<file path="config.mk">
export PLATFORM = sky130hd
export DESIGN_NAME = sha256_padder
export DESIGN_NICKNAME = d
export VERILOG_FILES = /design/src/rtl/sha256_pkg.sv /design/src/rtl/sha256_padder.sv
export SDC_FILE = /design/constraint.sdc
export NUM_CORES = 1
export LEC_CHECK = 0
export ABC_AREA = 1
export CORE_ASPECT_RATIO = 1.5
export CORE_MARGIN = 3
export CORE_UTILIZATION = 49
export CTS_CLUSTER_SIZE = 8
export DETAILED_ROUTE_END_ITERATION = 10
export MAX_ROUTING_LAYER = met4
export PLACE_DENSITY = 0.79
export SYNTH_ARGS = -nofsm -noshare
export SYNTH_HDL_FRONTEND = slang
export SYNTH_SLANG_ARGS = --single-unit
</file>
<file path="constraint.sdc">
create_clock -name clk -period 3.6 [get_ports clk]
set_input_delay 0.72 -clock clk [delete_from_list [all_inputs] [get_ports clk]]
set_output_delay 0.72 -clock clk [all_outputs]
set_load 0.005 [all_outputs]
</file>
<file path="src/rtl/sha256_pkg.sv">
// -----------------------------------------------------------------------------
// sha256_pkg
// Shared definitions for the SHA-256 message padder: FSM state encoding,
// block geometry constants and the last-word padding helper.
// -----------------------------------------------------------------------------
package sha256_pkg;

  typedef enum logic [2:0] {
    IDLE,   // waiting for the first word of a message
    CLR,    // pulse core_rst to reinitialise the hash chaining state
    FILL,   // accept message words into the block buffer
    PAD,    // place the 0x80 marker (if still pending) and zero-fill
    LENW,   // write the 64-bit bit length into words 14/15
    ISSUE,  // pulse core_start
    WAIT    // hold the block until core_done
  } state_t;

  localparam int         WORDS_PER_BLOCK = 16;
  localparam logic [7:0] PAD_BYTE        = 8'h80;
  localparam int         LEN_WORD_HI     = 14;

  // Keep the first nbytes bytes of a big-endian word, follow them with the
  // 0x80 marker and clear the rest. nbytes == 0 means the word is full, so
  // it is returned untouched and the marker goes into the next word.
  function automatic logic [31:0] pad_last_word(input logic [31:0] data,
                                                input logic [1:0]  nbytes);
    case (nbytes)
      2'd1:    return {data[31:24], PAD_BYTE, 16'h0000};
      2'd2:    return {data[31:16], PAD_BYTE, 8'h00};
      2'd3:    return {data[31:8],  PAD_BYTE};
      default: return data;
    endcase
  endfunction

endpackage

</file>
<file path="src/rtl/sha256_padder.sv">
// -----------------------------------------------------------------------------
// sha256_padder
// Accepts a stream of 32-bit big-endian message words, builds 512-bit
// SHA-256 blocks with standard padding (0x80 marker, zero fill, 64-bit bit
// length) and hands them one at a time to a downstream compression core.
//
// Ports
//   clk         clock, all state updates on the rising edge
//   reset       synchronous active-high reset
//   in_valid    upstream word valid
//   in_ready    padder accepts a word this cycle (FILL only)
//   in_data     message word, in_data[31:24] is the first byte
//   in_last     current word is the final word of the message
//   in_bytes    valid bytes in the final word (0 means 4)
//   core_rst    one-cycle pulse, reinitialise the core's chaining state
//   core_start  one-cycle pulse, compress core_block
//   core_block  padded block, word i at bits [32*i+31 : 32*i]
//   core_done   one-cycle pulse from the core, compression finished
//   msg_done    one-cycle pulse, final block of the message completed
// -----------------------------------------------------------------------------
module sha256_padder
  import sha256_pkg::*;
#(
  parameter int MAX_BLOCKS = 2**20
) (
  input  logic         clk,
  input  logic         reset,
  input  logic         in_valid,
  output logic         in_ready,
  input  logic [31:0]  in_data,
  input  logic         in_last,
  input  logic [1:0]   in_bytes,
  output logic         core_rst,
  output logic         core_start,
  output logic [511:0] core_block,
  input  logic         core_done,
  output logic         msg_done
);

  // The bit length never exceeds MAX_BLOCKS * 512, so only enough bits to
  // hold that are stored; the upper bits of the 64-bit length are zero.
  localparam int LEN_W = $clog2(MAX_BLOCKS) + 10;

  state_t             r_state,      w_state_nxt;
  logic [4:0]         r_widx,       w_widx_nxt;
  logic [LEN_W-1:0]   r_len,        w_len_nxt;
  logic [511:0]       r_block,      w_block_nxt;
  logic               r_pad_pend,   w_pad_pend_nxt;   // 0x80 still owed
  logic               r_final,      w_final_nxt;      // block carries length
  logic               r_resume_pad, w_resume_pad_nxt; // after WAIT go to PAD

  logic [63:0]        w_len64;
  logic [5:0]         w_add_bits;

  assign w_len64    = 64'(r_len);
  assign w_add_bits = (in_last && (in_bytes != 2'd0)) ? 6'({in_bytes, 3'b000})
                                                      : 6'd32;
  assign core_block = r_block;

  // Word-placement mux: drop a 32-bit word into slot idx of the block.
  function automatic logic [511:0] put_word(input logic [511:0] blk,
                                            input logic [3:0]   idx,
                                            input logic [31:0]  word);
    logic [511:0] res;
    res = blk;
    res[{idx, 5'b00000} +: 32] = word;
    return res;
  endfunction

  // NOTE: the block buffer is reset like every other register here, because
  // core_block is visible on a port and must read as zero after reset.
  always_ff @(posedge clk) begin
    // NOTE: sequential state uses non-blocking assignments so every register
    // samples the pre-edge values, independent of statement order.
    if (reset) begin
      r_state      <= IDLE;
      r_widx       <= '0;
      r_len        <= '0;
      r_block      <= '0;
      r_pad_pend   <= 1'b0;
      r_final      <= 1'b0;
      r_resume_pad <= 1'b0;
    end else begin
      r_state      <= w_state_nxt;
      r_widx       <= w_widx_nxt;
      r_len        <= w_len_nxt;
      r_block      <= w_block_nxt;
      r_pad_pend   <= w_pad_pend_nxt;
      r_final      <= w_final_nxt;
      r_resume_pad <= w_resume_pad_nxt;
    end
  end

  always_comb begin
    // NOTE: every signal gets a default first so no path leaves one
    // unassigned, which would otherwise infer a latch.
    w_state_nxt      = r_state;
    w_widx_nxt       = r_widx;
    w_len_nxt        = r_len;
    w_block_nxt      = r_block;
    w_pad_pend_nxt   = r_pad_pend;
    w_final_nxt      = r_final;
    w_resume_pad_nxt = r_resume_pad;
    in_ready         = 1'b0;
    core_rst         = 1'b0;
    core_start       = 1'b0;
    msg_done         = 1'b0;

    case (r_state)
      IDLE: begin
        if (in_valid) w_state_nxt = CLR;
      end

      CLR: begin
        core_rst       = 1'b1;
        w_widx_nxt     = '0;
        w_len_nxt      = '0;
        w_pad_pend_nxt = 1'b0;
        w_final_nxt    = 1'b0;
        w_state_nxt    = FILL;
      end

      FILL: begin
        in_ready = 1'b1;
        if (in_valid) begin
          w_len_nxt  = r_len + LEN_W'(w_add_bits);
          w_widx_nxt = r_widx + 5'd1;
          if (in_last) begin
            w_block_nxt    = put_word(r_block, r_widx[3:0],
                                      pad_last_word(in_data, in_bytes));
            w_pad_pend_nxt = (in_bytes == 2'd0);
            w_state_nxt    = PAD;
          end else begin
            w_block_nxt = put_word(r_block, r_widx[3:0], in_data);
            if (r_widx == 5'(WORDS_PER_BLOCK - 1)) begin
              w_resume_pad_nxt = 1'b0;
              w_state_nxt      = ISSUE;
            end
          end
        end
      end

      // One word per cycle. A full block is flushed first; the marker is
      // placed before any zero fill; landing exactly on word 14 means the
      // length fits in this block.
      PAD: begin
        if (r_widx == 5'(WORDS_PER_BLOCK)) begin
          w_resume_pad_nxt = 1'b1;
          w_state_nxt      = ISSUE;
        end else if (r_pad_pend) begin
          w_block_nxt    = put_word(r_block, r_widx[3:0], {PAD_BYTE, 24'h0});
          w_pad_pend_nxt = 1'b0;
          w_widx_nxt     = r_widx + 5'd1;
        end else if (r_widx == 5'(LEN_WORD_HI)) begin
          w_state_nxt = LENW;
        end else begin
          w_block_nxt = put_word(r_block, r_widx[3:0], 32'h0);
          w_widx_nxt  = r_widx + 5'd1;
        end
      end

      LENW: begin
        w_block_nxt = put_word(put_word(r_block, 4'(LEN_WORD_HI), w_len64[63:32]),
                               4'(LEN_WORD_HI + 1), w_len64[31:0]);
        w_final_nxt = 1'b1;
        w_state_nxt = ISSUE;
      end

      ISSUE: begin
        core_start  = 1'b1;
        w_state_nxt = WAIT;
      end

      WAIT: begin
        if (core_done) begin
          w_widx_nxt = '0;
          if (r_final) begin
            msg_done    = 1'b1;
            w_state_nxt = IDLE;
          end else begin
            w_state_nxt = r_resume_pad ? PAD : FILL;
          end
        end
      end

      default: w_state_nxt = IDLE;
    endcase
  end

endmodule

</file>
==> out/metrics.yaml, run 1 <==
grt:
  grt_max_degree: 163
  grt_first_pass_wirelength_mm: 140.8
  grt_pass1_vias: 22890
  overflow: 0
  antenna_found_initial: 1
  grt_use_total_pct: 37.57
timing:
  grt_setup_unrepaired: "no"
  slew_viol_final: 0
  timing.final.hold_violations: 0
  worst_pin_slew_ps: 1153
  finalSetupViolCount: 0
  finalCritPeriodShare_pct: 91.57
  relSlewSlack_pct: 23.08
  min_period_ps: 3297
  worst_slack_ps: 303.5
  tns_ps: 0
  fin_skew_ps: 15.43
  fmax_ghz: 0.3034
clock_network:
  cts_sinks: 550
  cts_tree: "yes"
  cts_buffers: 78
  holdBufCountCts: 0
  clk_latency_ps: 600
  root_buffer: "clkbuf_16"
  cts_resized: 0
  h-tree-depth: 3
  clk_pin_slew_worst_paths_ps: 50
  postCtsSetupBuffers: 0
  clock_path_buffers: 3
route:
  via_per_inst: 5.842
  vias: 25069
  first_pass_iters: 8
  finalWirelength_mm: 96.48
  drc: 0
  routedWlPerCell_um: 22.48
  drt_iter0_markers: 2952
  postRouteAntennaNets: 0
place:
  gp_congestion: 0.9507
  port_buffers: 554
  hpwlAfterDp_mm: 68.50
  dp_cells: 4203
  place_area_um2: 29180
  place_ws_ps: 119.0
setup_path:
  startpoint: "r_widx[0]"
  cp_slowest_cell: "inv_1"
  crit_arrival_ps: 3830
  cpPeakStageDelay_ps: 680
  r2r_slack_ps: 300
  required_ps: 4140
  ff2ff_path_depth: 11
  setup.worst_path.end_class: "register"
  r2r_start: "r_widx[0]"
  path_max_fanout: 23
  critPathKind: "reg2reg"
  crit_buf_inv: 3
  crit_path_start_kind: "register"
  r2r-end: "core_block[96]"
  cp_top_family: "buffers and inverters"
  crit_chain: "inv_1 > ha_1 > nand3_1 > nor2_2 > nor2_4 > nand2_2 > buf_4 > nor2_4 > inv_1 > o21ai_0 > nor2_1"
die:
  die_x_um: 183.9
  die_h_um: 272.8
  fp-row-count: 97
  core-area_um2: 46850
  dieArea_um2: 50170
  initial_utilization_pct: 49.64
  pin_count: 555
synthesis:
  synth_async_sr_flop_share_pct: 0
  synth-main-ff-cell: "dfxtp_1"
  syn-num-nets: 3259
  seq_area_frac_synth_pct: 47.34
  ys_ff_latch: 550
  synth_edf_count: 0
  synth_area_um2: 23260
  postSynthAreaPerCell_um2: 7.245
  synth_cell_types: 46
  synth_cells: 3210
  yosysWarningCount: 0
power_and_ir_drop:
  pwr-share-seq_pct: 37.0
  comb_power_share_pct: 24.4
  switchingPower_w: 0.006019
  p_int_w: 0.01103
  ir_drop_mv: 0.3418
  leakage_nw: 11.51
  p_per_area_nw_per_um2: 544.9
  clkPwrFrac_pct: 38.6
  swShare_pct: 35.30
final_layout:
  num-fill-cells: 4074
  design_area_um2: 31290
  drive_gt1_share_pct: 6.385
  seqCellArea_um2: 11010
  multiInputGateArea_um2: 10580
  final-instance-count-excl-fill: 4291
  final_util_pct: 66.79
  synthToLayoutAreaGrowth_pct: 34.54
  nNetsFinal: 3738
worst_hold_path:
  worstHoldPathCells: 2
  holdPathEnd: "core_block[361]"
  hp-start: "core_block[361]"
  hp-class: "reg2reg"
status:
  status: "finished clean"
job:
  maxCapViolCount: 0
flip-flops by register name (all words and copies together) (netlist names):
signal and flops:
r_final 1, r_len 27, r_widx 5, r_pad_pend 1, r_resume_pad 1, core_block 512
r_state 3
Yosys cell counts, drive strengths merged (4+ instances only):
library cell / count / share of area (%)
inv: 170 / 2.8
clkbuf: 125 / 2.0
xor2: 4 / 0.15
nor3b: 4 / 0.13
nor3: 39 / 0.91
nand2: 708 / 12
o21a: 22 / 0.71
buf: 105 / 2.5
nand3: 245 / 5.3
ha: 9 / 0.48
dfxtp: 550 / 47
o2111ai: 14 / 0.53
nand4: 96 / 2.6
nor2: 375 / 6.6
or2: 21 / 0.56
a21oi: 477 / 10
o21ai: 227 / 4.9
kinds of logic (layout without fill, tap and decap cells):
family,Yosys count,after routing,synth area share [%]
fa+ha+maj,10,10,0.5703
compound gates,748,748,16.66
buf+inv,401,887,7.317
flops,550,550,47.34
xor+xnor,5,5,0.2206
simple gates,1496,1496,27.89
other cells,0,1,0
per-layer routing:
metal | global-route usage (%) | part of all wire (%) | up-vias | wire [µm]
met4 | 26.64 | 8.6 | 0 | 8265
met2 | 58.32 | 46 | 1505 | 44410
li1 | - | - | 11587 | -
met5 | - | 0 | - | 0
met1 | 43.54 | 36 | 11630 | 35160
met3 | 7.150 | 9.0 | 347 | 8649
final cells by class:
cell class	count	share of cell area (%)
Clock inverter	7	0.4719
Antenna cell	1	0.007997
Sequential cell	550	35.19
Timing Repair Buffer	629	19.82
Clock buffer	80	6.262
Multi-Input combinational cell	2259	33.80
Inverter	171	2.075
Tap cell	594	2.375
through the flow:
stage	hold WS, ps	power, W
3_5_place_dp	436.0	0.01046
2_1_floorplan	437.2	0.008952
5_1_grt	471.7	0.01759
3_3_place_gp	426.9	0.01046
6_report	455.0	0.01705
4_1_cts	454.2	0.01697
tightest hold or removal path: stages (launching register included):
cell and delay [ps]:
dfxtp_1 300, inv_1 50, a21oi_1 50
power groups by stage:
stage	registers, W	clock network (W)	logic [W]
final	0.00632	0.00658	0.00415
after global placement	0.00643	0	0.00403
after detailed placement	0.00643	0	0.00403
after CTS	0.00631	0.00661	0.00404
after floorplan	0.00640	0	0.00255
after global routing	0.00632	0.00687	0.00440
cells in the final DEF (no fill, tap or decap), types with 2 or more instances in the layout:
cell type and instances:
nor3_1 37, buf_12 7, nor4_1 3, nand3_1 243, o2111ai_1 14, a21oi_1 476
xor2_1 4, nand4_1 96, o21ai_1 8, clkinv_16 3, nand3b_1 2, buf_4 68
o21a_1 22, or2_1 2, nand2_1 701, clkdlybuf4s50_1 553, nor3b_1 4, clkbuf_16 78
inv_2 13, nor2_4 14, and3_1 3, nand2_2 4, o211ai_1 3, nor2_2 11
or2_2 19, nor2_1 349, o21ai_0 219, dfxtp_1 549, inv_1 154, nand2_4 3
clkbuf_1 2, inv_4 3, o22ai_1 2, inv_6 2, inv_16 2, ha_1 9
worst max-delay path by stage:
stage	end	slack (ps)	cells after the start
2_1_floorplan	r_len[17]	670	15
3_3_place_gp	r_len[17]	200	16
3_5_place_dp	r_len[17]	120	16
4_1_cts	core_block[96]	380	11
5_1_grt	core_block[206]	90	10
6_report	core_block[96]	300	11
No activity file was read; power rests on OpenSTA's default activity.
==> run 2, diff against run 1 <==
Settings changed: CELL_PAD_IN_SITES_DETAIL_PLACEMENT set to 1, CELL_PAD_IN_SITES_GLOBAL_PLACEMENT set to 2, CORE_UTILIZATION 49 to 27, GPL_TIMING_DRIVEN set to 0, PLACE_DENSITY 0.79 to unset, PLACE_DENSITY_LB_ADDON set to 0.1.
==> run 2 against run 1 <==
Compared with the run above: the flow now finishes with violations (negative setup slack); via count is 1.0% higher; clock skew is 11 ps higher; die area is 79% higher; sequential cell count stayed put; critical endpoint is now core_block[294].
==> out/metrics.yaml, run 2 (synthesis gave the netlist of run 1 again) <==
clock_network:
  h-tree-depth: 3  # unchanged
  clk_latency_ps: 650  # +50 ps
  cts_sinks: 550  # unchanged
  root_buffer: "clkbuf_16"
  holdBufCountCts: 0  # unchanged
  clock_path_buffers: 3  # unchanged
  cts_tree: "yes"
  clk_pin_slew_worst_paths_ps: 50  # about the same
  cts_buffers: 78  # unchanged
worst_hold_path:
  holdPathEnd: "core_block[366]"
  hp-class: "reg2reg"
  worstHoldPathCells: 2  # unchanged
  hp-start: "core_block[366]"
grt:
  grt_first_pass_wirelength_mm: 189.5  # +35%
  grt_max_degree: 13  # -92%
  antenna_found_initial: 5  # +4
  overflow: 0  # unchanged
  grt_pass1_vias: 25992  # +14%
  grt_use_total_pct: 30.15  # -7.4 points
power_and_ir_drop:
  power_w: 0.01812  # +6.3%
  ir_drop_mv: 0.3670  # +7.4%
  leakage_nw: 11.80  # +2.5%
  p_per_area_nw_per_um2: 556.7  # +2.2%
final_layout:
  drive_gt1_share_pct: 7.334  # +0.95 points
  final_util_pct: 38.20  # -29 points
  synthToLayoutAreaGrowth_pct: 39.99
  mostFrequentLayoutCells: "nand2_1 (698), clkdlybuf4s50_1 (554), dfxtp_1 (550), a21oi_1 (476), nor2_1 (343)"
  nNetsFinal: 3901  # +4.4%
  final-instance-count-excl-fill: 4993  # +16%
  largest_reg_flops: 512  # unchanged
  final_common_cell: "nand2_1"
die:
  die_x_um: 245.6  # +34%
  dieArea_um2: 89770  # +79%
  pin_count: 555  # unchanged
  die_h_um: 365.5  # +34%
  fp-row-count: 131  # +35%
  core-area_um2: 85230  # +82%
  initial_utilization_pct: 27.29  # -22 points
route:
  drc: 0  # unchanged
  finalWirelength_mm: 136.1  # +41%
  routedWlPerCell_um: 27.25  # +21%
  drt_iter0_markers: 1504  # -49%
  vias: 25319  # +1.0%
  postRouteAntennaNets: 0  # unchanged
  via_per_inst: 5.071  # -13%
  first_pass_iters: 5  # -3
timing:
  grt_setup_unrepaired: "no"
  relSlewSlack_pct: 6.090  # -17 points
  min_period_ps: 3627  # +330.1 ps
  worst_slack_ps: -26.60  # -330.1 ps
  timing.final.hold_violations: 0  # unchanged
  fmax_ghz: 0.2757  # -9.1%
  worst_pin_slew_ps: 1403  # +250.9 ps
  fin_skew_ps: 25.96  # +10.54 ps
  finalSetupViolCount: 2  # +2
  finalCritPeriodShare_pct: 100.7  # +9.2 points
  slew_viol_final: 0  # unchanged
setup_path:
  path_max_fanout: 6  # -74%
  r2r_slack_ps: 110  # -190 ps
  r2r_start: "r_widx[0]"
  startpoint: "in_bytes[0]"
  crit_arrival_ps: 4190  # +360 ps
  r2r-end: "core_block[127]"
  critPathKind: "in2reg"
  crit_path_start_kind: "input port"
  setup.worst_path.end_class: "register"
  ff2ff_path_depth: 11  # unchanged
  required_ps: 4170  # +30 ps
place:
  place_ws_ps: -1209  # -1328 ps
  hpwlAfterDp_mm: 107.7  # +57%
  port_buffers: 554  # unchanged
  dp_cells: 4899  # +17%
  gp_congestion: 0.9202  # -3.2%
status:
  violations: "negative setup slack"
  status: "finished, violations left"
job:
  maxCapViolCount: 0  # unchanged
[run 2: through the flow]
step	hold slack (ps)	area [µm²]	setup TNS, ps
floorplan	437.2	23260	0
global placement	434.5	30220	-115650
detailed placement	439.3	30300	-126950
CTS	450.0	32480	0
global route	478.9	32560	0
finish	446.8	32560	-39.52
[run 2: critical path: stages]
cell	delay, ps
clkdlybuf4s50_1	490
nor2_1	340
nor2_4	120
buf_4	170
nor2_1	1020
nand2_1	490
nor2_1	480
nand2_1	180
a21oi_1	170
[run 2: worst max-delay path by stage]
stage	end	slack (ps)	depth (start not counted)
floorplan	r_len[17]	670	15
finish	core_block[294]	-30	9
detailed placement	r_len[17]	-1210	16
global route	core_block[505]	0.5	13
CTS	r_len[17]	20	15
global placement	r_len[17]	-1060	16
[run 2: final cells by class]
class                      instances  area (µm²)
multi-input combinational       2259       10630
tap                             1130        1414
clock inverter                     6       146.4
antenna                            4       10.01
buffer                           229        1064
sequential                       550       11010
fill                           10437       52670
inverter                         171       644.4
clock buffer                      81        1984
timing repair buffer             563        5659
[run 2: power breakdown]
part / total [W] / switching (W) / leakage (nW) / internal, W
logic: 0.00493 / 0.00387 / 6.33 / 0.00107
clock network: 0.00688 / 0.00296 / 1.04 / 0.00392
registers: 0.00631 / 0.000103 / 4.43 / 0.00621
[run 2: repair_timing]
| action | in CTS | in global routing |
|---|---|---|
| pin swaps | 1 | 1 |
| gates resized for setup | 13 | 21 |
| setup buffers | 2 | 2 |
| endpoints found under the setup margin | 485 | 51 |
[run 2: layer usage]
| layer | wire, µm | vias up | track usage (%) | share of wire, % |
|---|---|---|---|---|
| met5 | 0 | - | - | 0 |
| met4 | 6073 | 0 | 12.22 | 4.5 |
| met3 | 6853 | 205 | 5.132 | 5.0 |
| met2 | 68470 | 732 | 53.21 | 50 |
| met1 | 54660 | 12471 | 33.70 | 40 |
| li1 | - | 11911 | - | - |
